$ cat config.mk
export PLATFORM = sky130hd
export DESIGN_NAME = money_bcd_converter
export DESIGN_NICKNAME = d
export VERILOG_FILES = /design/src/rtl/money_bcd_converter.sv
export SDC_FILE = /design/constraint.sdc
export NUM_CORES = 1
export LEC_CHECK = 0
export ABC_CLOCK_PERIOD_IN_PS = 6000
export BUFFER_PORTS_ARGS = -buffer_cell sky130_fd_sc_hd__buf_2
export CORE_MARGIN = 2
export CORE_UTILIZATION = 30
export CTS_CLUSTER_DIAMETER = 30
export DETAILED_ROUTE_END_ITERATION = 7
export GPL_TIMING_DRIVEN = 0
export PLACE_DENSITY_LB_ADDON = 0.25
export RECOVER_POWER = 50
export SYNTH_ARGS = -nofsm -noshare
export SYNTH_HDL_FRONTEND = slang
export SYNTH_SLANG_ARGS = --single-unit
$ cat constraint.sdc
create_clock -name clk -period 6 [get_ports clk]
set_input_delay 0.3 -clock clk [delete_from_list [all_inputs] [get_ports clk]]
set_output_delay 0.3 -clock clk [all_outputs]
set_load 0.05 [all_outputs]
$ cat src/rtl/money_bcd_converter.sv
// Sequential double-dabble converter: snapshots five money values once per frame and publishes their BCD digits as one set.
// Optional build macro MONEY_BCD_BLANK_EN publishes leading zeros as 4'hF (rendered as a space by the overlay).
module money_bcd_converter #(
    parameter int VAL_W      = 11,
    parameter int NUM_DIGITS = 4
) (
    input  logic                                 clk,
    input  logic                                 reset,
    input  logic                                 frame_start,
    input  logic [1:0][VAL_W-1:0]                player_stacks,
    input  logic [1:0][VAL_W-1:0]                player_pots,
    input  logic [VAL_W-1:0]                     pot_size,
    output logic [1:0][NUM_DIGITS-1:0][3:0]      stack_bcd,
    output logic [1:0][NUM_DIGITS-1:0][3:0]      pot_bcd,
    output logic [NUM_DIGITS-1:0][3:0]           total_bcd,
    output logic                                 busy,
    output logic                                 done,
    output logic                                 digits_valid
);

    localparam int          NUM_CH    = 5;
    localparam int          BCD_W     = NUM_DIGITS * 4;
    localparam int          SR_W      = BCD_W + VAL_W;
    localparam int          CNT_W     = $clog2(VAL_W + 1);
    localparam logic [63:0] SAT_LIMIT = 64'(10 ** NUM_DIGITS);

    typedef enum logic [1:0] {
        S_IDLE,
        S_LOAD,
        S_SHIFT,
        S_STORE
    } state_t;

    state_t                             r_state;
    state_t                             w_next;
    logic [2:0]                         r_ch;
    logic [CNT_W-1:0]                   r_iter;
    logic [SR_W-1:0]                    r_sr;
    logic                               r_sat;
    logic [VAL_W-1:0]                   r_shadow [NUM_CH];
    logic [NUM_DIGITS-1:0][3:0]         r_stage  [NUM_CH-1];
    logic [1:0][NUM_DIGITS-1:0][3:0]    r_stack_bcd;
    logic [1:0][NUM_DIGITS-1:0][3:0]    r_pot_bcd;
    logic [NUM_DIGITS-1:0][3:0]         r_total_bcd;
    logic                               r_done;
    logic                               r_valid;

    logic [VAL_W-1:0]                   w_cur_val;
    logic                               w_last_ch;
    logic                               w_last_iter;
    logic [SR_W-1:0]                    w_sr_adj;
    logic [SR_W-1:0]                    w_sr_next;
    logic [NUM_DIGITS-1:0][3:0]         w_digits_raw;
    logic [NUM_DIGITS-1:0][3:0]         w_digits;

    assign w_cur_val   = r_shadow[r_ch];
    assign w_last_ch   = (r_ch == 3'(NUM_CH - 1));
    assign w_last_iter = (r_iter == CNT_W'(VAL_W - 1));

    always_ff @(posedge clk) begin
        if (reset) begin
            r_state <= S_IDLE;
        end else begin
            r_state <= w_next;
        end
    end

    always_comb begin
        w_next = r_state;
        case (r_state)
            S_IDLE:  if (frame_start) w_next = S_LOAD;
            S_LOAD:  w_next = S_SHIFT;
            S_SHIFT: if (w_last_iter) w_next = S_STORE;
            S_STORE: w_next = w_last_ch ? S_IDLE : S_LOAD;
            default: w_next = S_IDLE;
        endcase
    end

    // Double-dabble step: correct every BCD nibble >= 5 by +3, then shift the whole register left.
    always_comb begin
        w_sr_adj = r_sr;
        for (int k = 0; k < NUM_DIGITS; k++) begin
            if (r_sr[VAL_W + 4*k +: 4] >= 4'd5) begin
                w_sr_adj[VAL_W + 4*k +: 4] = r_sr[VAL_W + 4*k +: 4] + 4'd3;
            end
        end
    end

    assign w_sr_next = w_sr_adj << 1;

    // Digit index 0 is the most significant digit, so the nibble order is reversed here.
    always_comb begin
        w_digits_raw = '0;
        for (int d = 0; d < NUM_DIGITS; d++) begin
            w_digits_raw[d] = r_sat ? 4'd9 : r_sr[VAL_W + 4*(NUM_DIGITS-1-d) +: 4];
        end
    end

`ifdef MONEY_BCD_BLANK_EN
    logic w_leading;

    always_comb begin
        w_digits  = w_digits_raw;
        w_leading = 1'b1;
        for (int d = 0; d < NUM_DIGITS - 1; d++) begin
            if (w_leading && (w_digits_raw[d] == 4'd0)) begin
                w_digits[d] = 4'hF;
            end else begin
                w_leading = 1'b0;
            end
        end
    end
`else
    always_comb begin
        w_digits = w_digits_raw;
    end
`endif

    always_ff @(posedge clk) begin
        if (reset) begin
            r_ch        <= '0;
            r_iter      <= '0;
            r_sr        <= '0;
            r_sat       <= 1'b0;
            r_stack_bcd <= '0;
            r_pot_bcd   <= '0;
            r_total_bcd <= '0;
            r_done      <= 1'b0;
            r_valid     <= 1'b0;
            for (int c = 0; c < NUM_CH; c++) begin
                r_shadow[c] <= '0;
            end
            for (int c = 0; c < NUM_CH - 1; c++) begin
                r_stage[c] <= '0;
            end
        end else begin
            r_done <= 1'b0;
            case (r_state)
                S_IDLE: begin
                    if (frame_start) begin
                        r_shadow[0] <= player_stacks[0];
                        r_shadow[1] <= player_stacks[1];
                        r_shadow[2] <= player_pots[0];
                        r_shadow[3] <= player_pots[1];
                        r_shadow[4] <= pot_size;
                        r_ch        <= '0;
                    end
                end
                S_LOAD: begin
                    r_sr   <= {{BCD_W{1'b0}}, w_cur_val};
                    r_iter <= '0;
                    r_sat  <= (64'(w_cur_val) >= SAT_LIMIT);
                end
                S_SHIFT: begin
                    r_sr   <= w_sr_next;
                    r_iter <= r_iter + CNT_W'(1);
                end
                S_STORE: begin
                    // The last channel bypasses staging and goes straight to the outputs with the rest.
                    if (w_last_ch) begin
                        r_stack_bcd[0] <= r_stage[0];
                        r_stack_bcd[1] <= r_stage[1];
                        r_pot_bcd[0]   <= r_stage[2];
                        r_pot_bcd[1]   <= r_stage[3];
                        r_total_bcd    <= w_digits;
                        r_done         <= 1'b1;
                        r_valid        <= 1'b1;
                    end else begin
                        r_stage[r_ch[1:0]] <= w_digits;
                        r_ch               <= r_ch + 3'd1;
                    end
                end
                default: begin
                    r_ch <= '0;
                end
            endcase
        end
    end

    assign stack_bcd    = r_stack_bcd;
    assign pot_bcd      = r_pot_bcd;
    assign total_bcd    = r_total_bcd;
    assign busy         = (r_state != S_IDLE);
    assign done         = r_done;
    assign digits_valid = r_valid;

endmodule

# After elaboration in Yosys (flattened, before gate mapping)
# Memory sizes are Yosys's and may differ from the RTL's. A register that Yosys moved wholly into a read port is not among the register bits.
# Cells that the tools add are included.
# W data, S select, Z words.
# word_totals
reg_bits,54
latchBits,0
ram_bits,119
romBits,0
in_bits,58
output_inout_bits,83
wordCells,79
n_memories,2
# memory_table
memory,words,width,rd,rd_ports_with_merged_regs,wr,line,source
r_stage,4,16,4,4,4,41,logic [NUM_DIGITS-1:0][3:0] r_stage [NUM_CH-1];
r_shadow,5,11,1,1,5,40,logic [VAL_W-1:0] r_shadow [NUM_CH];
# op_classes
addsub,6
n_mul,0
n_div,0
n_lt_le_gt_ge,4
eq_ne,8
shift,0
muxes,34
bitwise_logic,6
reduce_logical,9
# op_table
operator,n
$mux W11,5
$pmux W27 S2,1
$ge A4 B3 Y1 const B,4
$mux W16,1
$reduce_or A16 Y1,1
$mux W3,5
$mux W1,13
$add A4 B2 Y4 const B,3
$mux W4,3
$pmux W2 S4,1
$pmux W4 S2,1
$mux W2,3
$ne A2 B2 Y1 const B,3
$pmux W3 S2,1
$reduce_bool A2 Y1,3
$or A1 B1 Y1,5
$add A4 B1 Y4 const B,1
$eq A2 B2 Y1 const B,2
$eq A4 B4 Y1 const B,1
$reduce_and A2 Y1,2
$add A3 B1 Y3 const B,1
$add A3 B2 Y3 const B,1
$eq A3 B3 Y1 const B,1
$reduce_and A3 Y1,1
4 further kinds,4

# Logic depth before layout (Yosys ltp)
# logic_depth
ltp_word,7
depth_mapped,7
depth_no_buf,6

# Worst setup path before layout
# OpenSTA, ideal clock, no wires.
# synth_path
path_type,input port to flip-flop
startpoint,input reset
endpoint,"memory r_shadow[0][0], enable pin"
setup_time_ns,0.422
t_arrival_ns,2.058
required_time_ns,5.578
path_slack_ns,3.520
cell_stages,3
path_buffers,2
cell_sequence,buf_6 > clkbuf_1 > nand2b_1
# synth_lines
item,line,source
from (decl),8,"input logic reset,"
to (decl),40,

==> summary.md <==
| Metric | Value |
|---|---|
| Distinct cell type count after synthesis | `39` |
| Setup violators final | `0` |
| DR iter-0 viols | `371` |
| Htree depth | `2` |
| Worst slew pin tran | `1242 ps` |
| DIE AREA | `33650 µm²` |
| Final ANT Viol Nets | `0` |
| DRC | `0` |
| Share of layout cells above drive strength 1 | `17.64%` |
| Syn_nets | `965` |
| Pwr dens | `444.4 nW/µm²` |
| GPL Wtd Cong | `0.7488` |
| Startpoint types | `flip-flop` |
| Total chip power | `0.005656 W` |
| CP Class | `reg -> reg` |
| I/O pins | `141` |
| Worst VDD drop | `0.2182 mV` |
| Vias | `6860` |
| YS warnings | `0` |
| Final TNS setup | `0 ps` |
| Largest net degree at the start of global routing | `32` |
| # nets final | `1162` |
| Slew headroom | `17.23%` |
| Worst path max stage delay | `530 ps` |
| Sequential element share of the synthesized area | `62.07%` |
| FFs w/ async S/R, synth | `0%` |
| Post-CTS Setup Bufs | `0` |
| # diodes | `0` |
| Crit-path leading delay family | `simple AND/OR/NAND/NOR gates` |
| CP Launch Point | `r_ch[0]` |
| Worst-path cell chain | `inv_1 > ha_1 > a21oi_1 > and3_1 > clkbuf_1 > or2_2` |
| Clk sink count | `240` |
| Setup crit end kind | `flip-flop` |
| Leakage | `4.652 nW` |
| CTS root buffer | `clkbuf_16` |
| Met3 WL | `1.305 mm` |
| Most used DFF post-synth | `dfxtp_1` |
| Slowest stage cell, crit path | `a21oi_1` |
| Crit path max fanout | `16` |
| Worst Skew | `51.79 ps` |
| Cells after DPL | `1433` |
| CTS Buffer Depth | `3` |
| Final non-filler cell total | `1536` |
| Starting density of the core | `30.53%` |
| DRT Pass-1 Iters | `4` |
| CTS hold repair buffers | `0` |
| Maximum clock frequency | `365.1 MHz` |
| Min-Delay Path Class | `in -> reg` |
| Clk Latency, worst-skew pair | `560 ps` |
| RSZ-0062 raised after global routing | `false` |
| Seq cells post-synth | `240` |
| Max Cap Violations | `0` |
| Hold Crit Start | `player_stacks[3]` |
| Metal-1 WL | `10.51 mm` |
| Top sig layer | `met4` |
| Post-synth EDFFs | `119` |
| Crit path DAT | `2930 ps` |
| Final wirelength | `23.61 mm` |
| Most frequent cells in the layout | `nand2_1, clkbuf_1, dfxtp_1, edfxtp_1, a21oi_1` |
| CTS tree | `yes` |
| Global-route wire length before repair | `36.88 mm` |
| CP required | `6200 ps` |
| Port Buffers | `139` |
| Post_cts resized | `0` |
| Crit path buf inv count | `2` |
| Final slew viol count | `0` |
| Global Route Usage Sum | `13.99%` |
| Hold Violations, Final | `0` |
| Layout Utilization | `40.23%` |
| Row Count | `65` |
| Hpwl dp | `15.93 mm` |
| Die height | `183.4 µm` |
| Tcrit/Tclk final | `45.65%` |
| Chip Width | `183.4 µm` |
| Clk slew on worst S/H paths | `50 ps` |
| Min cycle time layout | `2739 ps` |
| WHS | `20.15 ps` |
| Synth Cell Area | `9659 µm²` |
| Num CTS Buffers | `55` |
| Avg Vias per Cell | `4.466` |
| Commonest non-fill, non-tap cell in the layout | `nand2_1` |
| Average wire per standard cell | `15.37 µm` |
| Vias in the first global route | `6900` |
| Status | `finished clean` |
| Reg2reg start | `r_ch[0]` |
| Avg Inst Size Synth | `10.84 µm²` |
| Area grow syn2layout | `31.78%` |
| Antenna violations before repair | `0` |
| Wire length on met2 | `11.15 mm` |
| Synth Instances | `891` |
| Core Box Area | `31640 µm²` |
| Gr ovfl total | `0` |
==> per-stage QoR <==
stage / cell area (µm²) / setup WS [ps]
6_report: 12730 / 3261
5_1_grt: 12730 / 3070
4_1_cts: 12900 / 3779
3_5_place_dp: 10880 / 3802
3_3_place_gp: 10860 / 2706
2_1_floorplan: 9659 / 3520
==> final timing paths <==
| kind | slack, ps | end | depth (start not counted) |
|---|---|---|---|
| max | 3260 | r_stage[2][7] | 6 |
| min | 20 | r_shadow[0][3] | 2 |
| max reg2reg | 3260 | r_stage[2][7] | 6 |
| min reg2reg | 450 | pot_bcd[15] | 2 |
==> per-layer routing <==
metal / up-vias / track usage [%]
met5: - / 0
met4: 0 / 5.376
met3: 49 / 2.853
met2: 201 / 23.83
met1: 3157 / 17.44
li1: 3453 / -
==> synth_stat cells (all sizes together) (6+ instances only) <==
master	number	area [µm²]
and2	119	774.5
buf	28	216.5
nand2b	7	51.30
o21ai	15	75.07
edfxtp	119	3573
o221ai	10	87.58
mux2i	23	230.2
ha	16	200.2
a21oi	94	481.7
nand2	188	705.7
and3	14	88.84
inv	16	60.06
o31ai	6	45.04
a221oi	12	105.1
dfxtp	121	2422
clkbuf	37	138.9
nor2	26	97.59
==> cells by family (layout without fill, tap and decap cells) <==
logic type      count (synthesis)  count (layout)  synth area share [%]
simple gates                  374             374                 19.03
flops                         240             240                 62.07
compound gates                146             146                 9.016
fa+ha+maj                      16              16                 2.073
xor+xnor                        6               6                0.5440
mux                            28              28                 2.966
buf+inv                        81             324                 4.301
==> sequential cells by signal (all words and copies together), names as in the netlist, 2 cells and up, named ones only <==
signal and count:
r_shadow 55, r_ch 3, r_stage 64, pot_bcd 32, r_iter 4, stack_bcd 32, r_sr 27, r_state 2
total_bcd 16
==> report_power, final <==
part | total (W) | internal [W] | switching, W
Clock | 0.00318 | 0.00226 | 0.000919
Sequential | 0.00195 | 0.00190 | 0.0000484
Combinational | 0.000531 | 0.000173 | 0.000358
==> layout make-up <==
class | count | area (µm²)
clock buffer | 72 | 1574
multi-input combinational | 570 | 3231
sequential | 240 | 5996
tap | 402 | 503.0
clock inverter | 31 | 449.2
buffer | 65 | 302.8
inverter | 16 | 60.06
fill | 3090 | 18910
timing repair buffer | 140 | 613.1
Power figures use the tool's default switching activity.
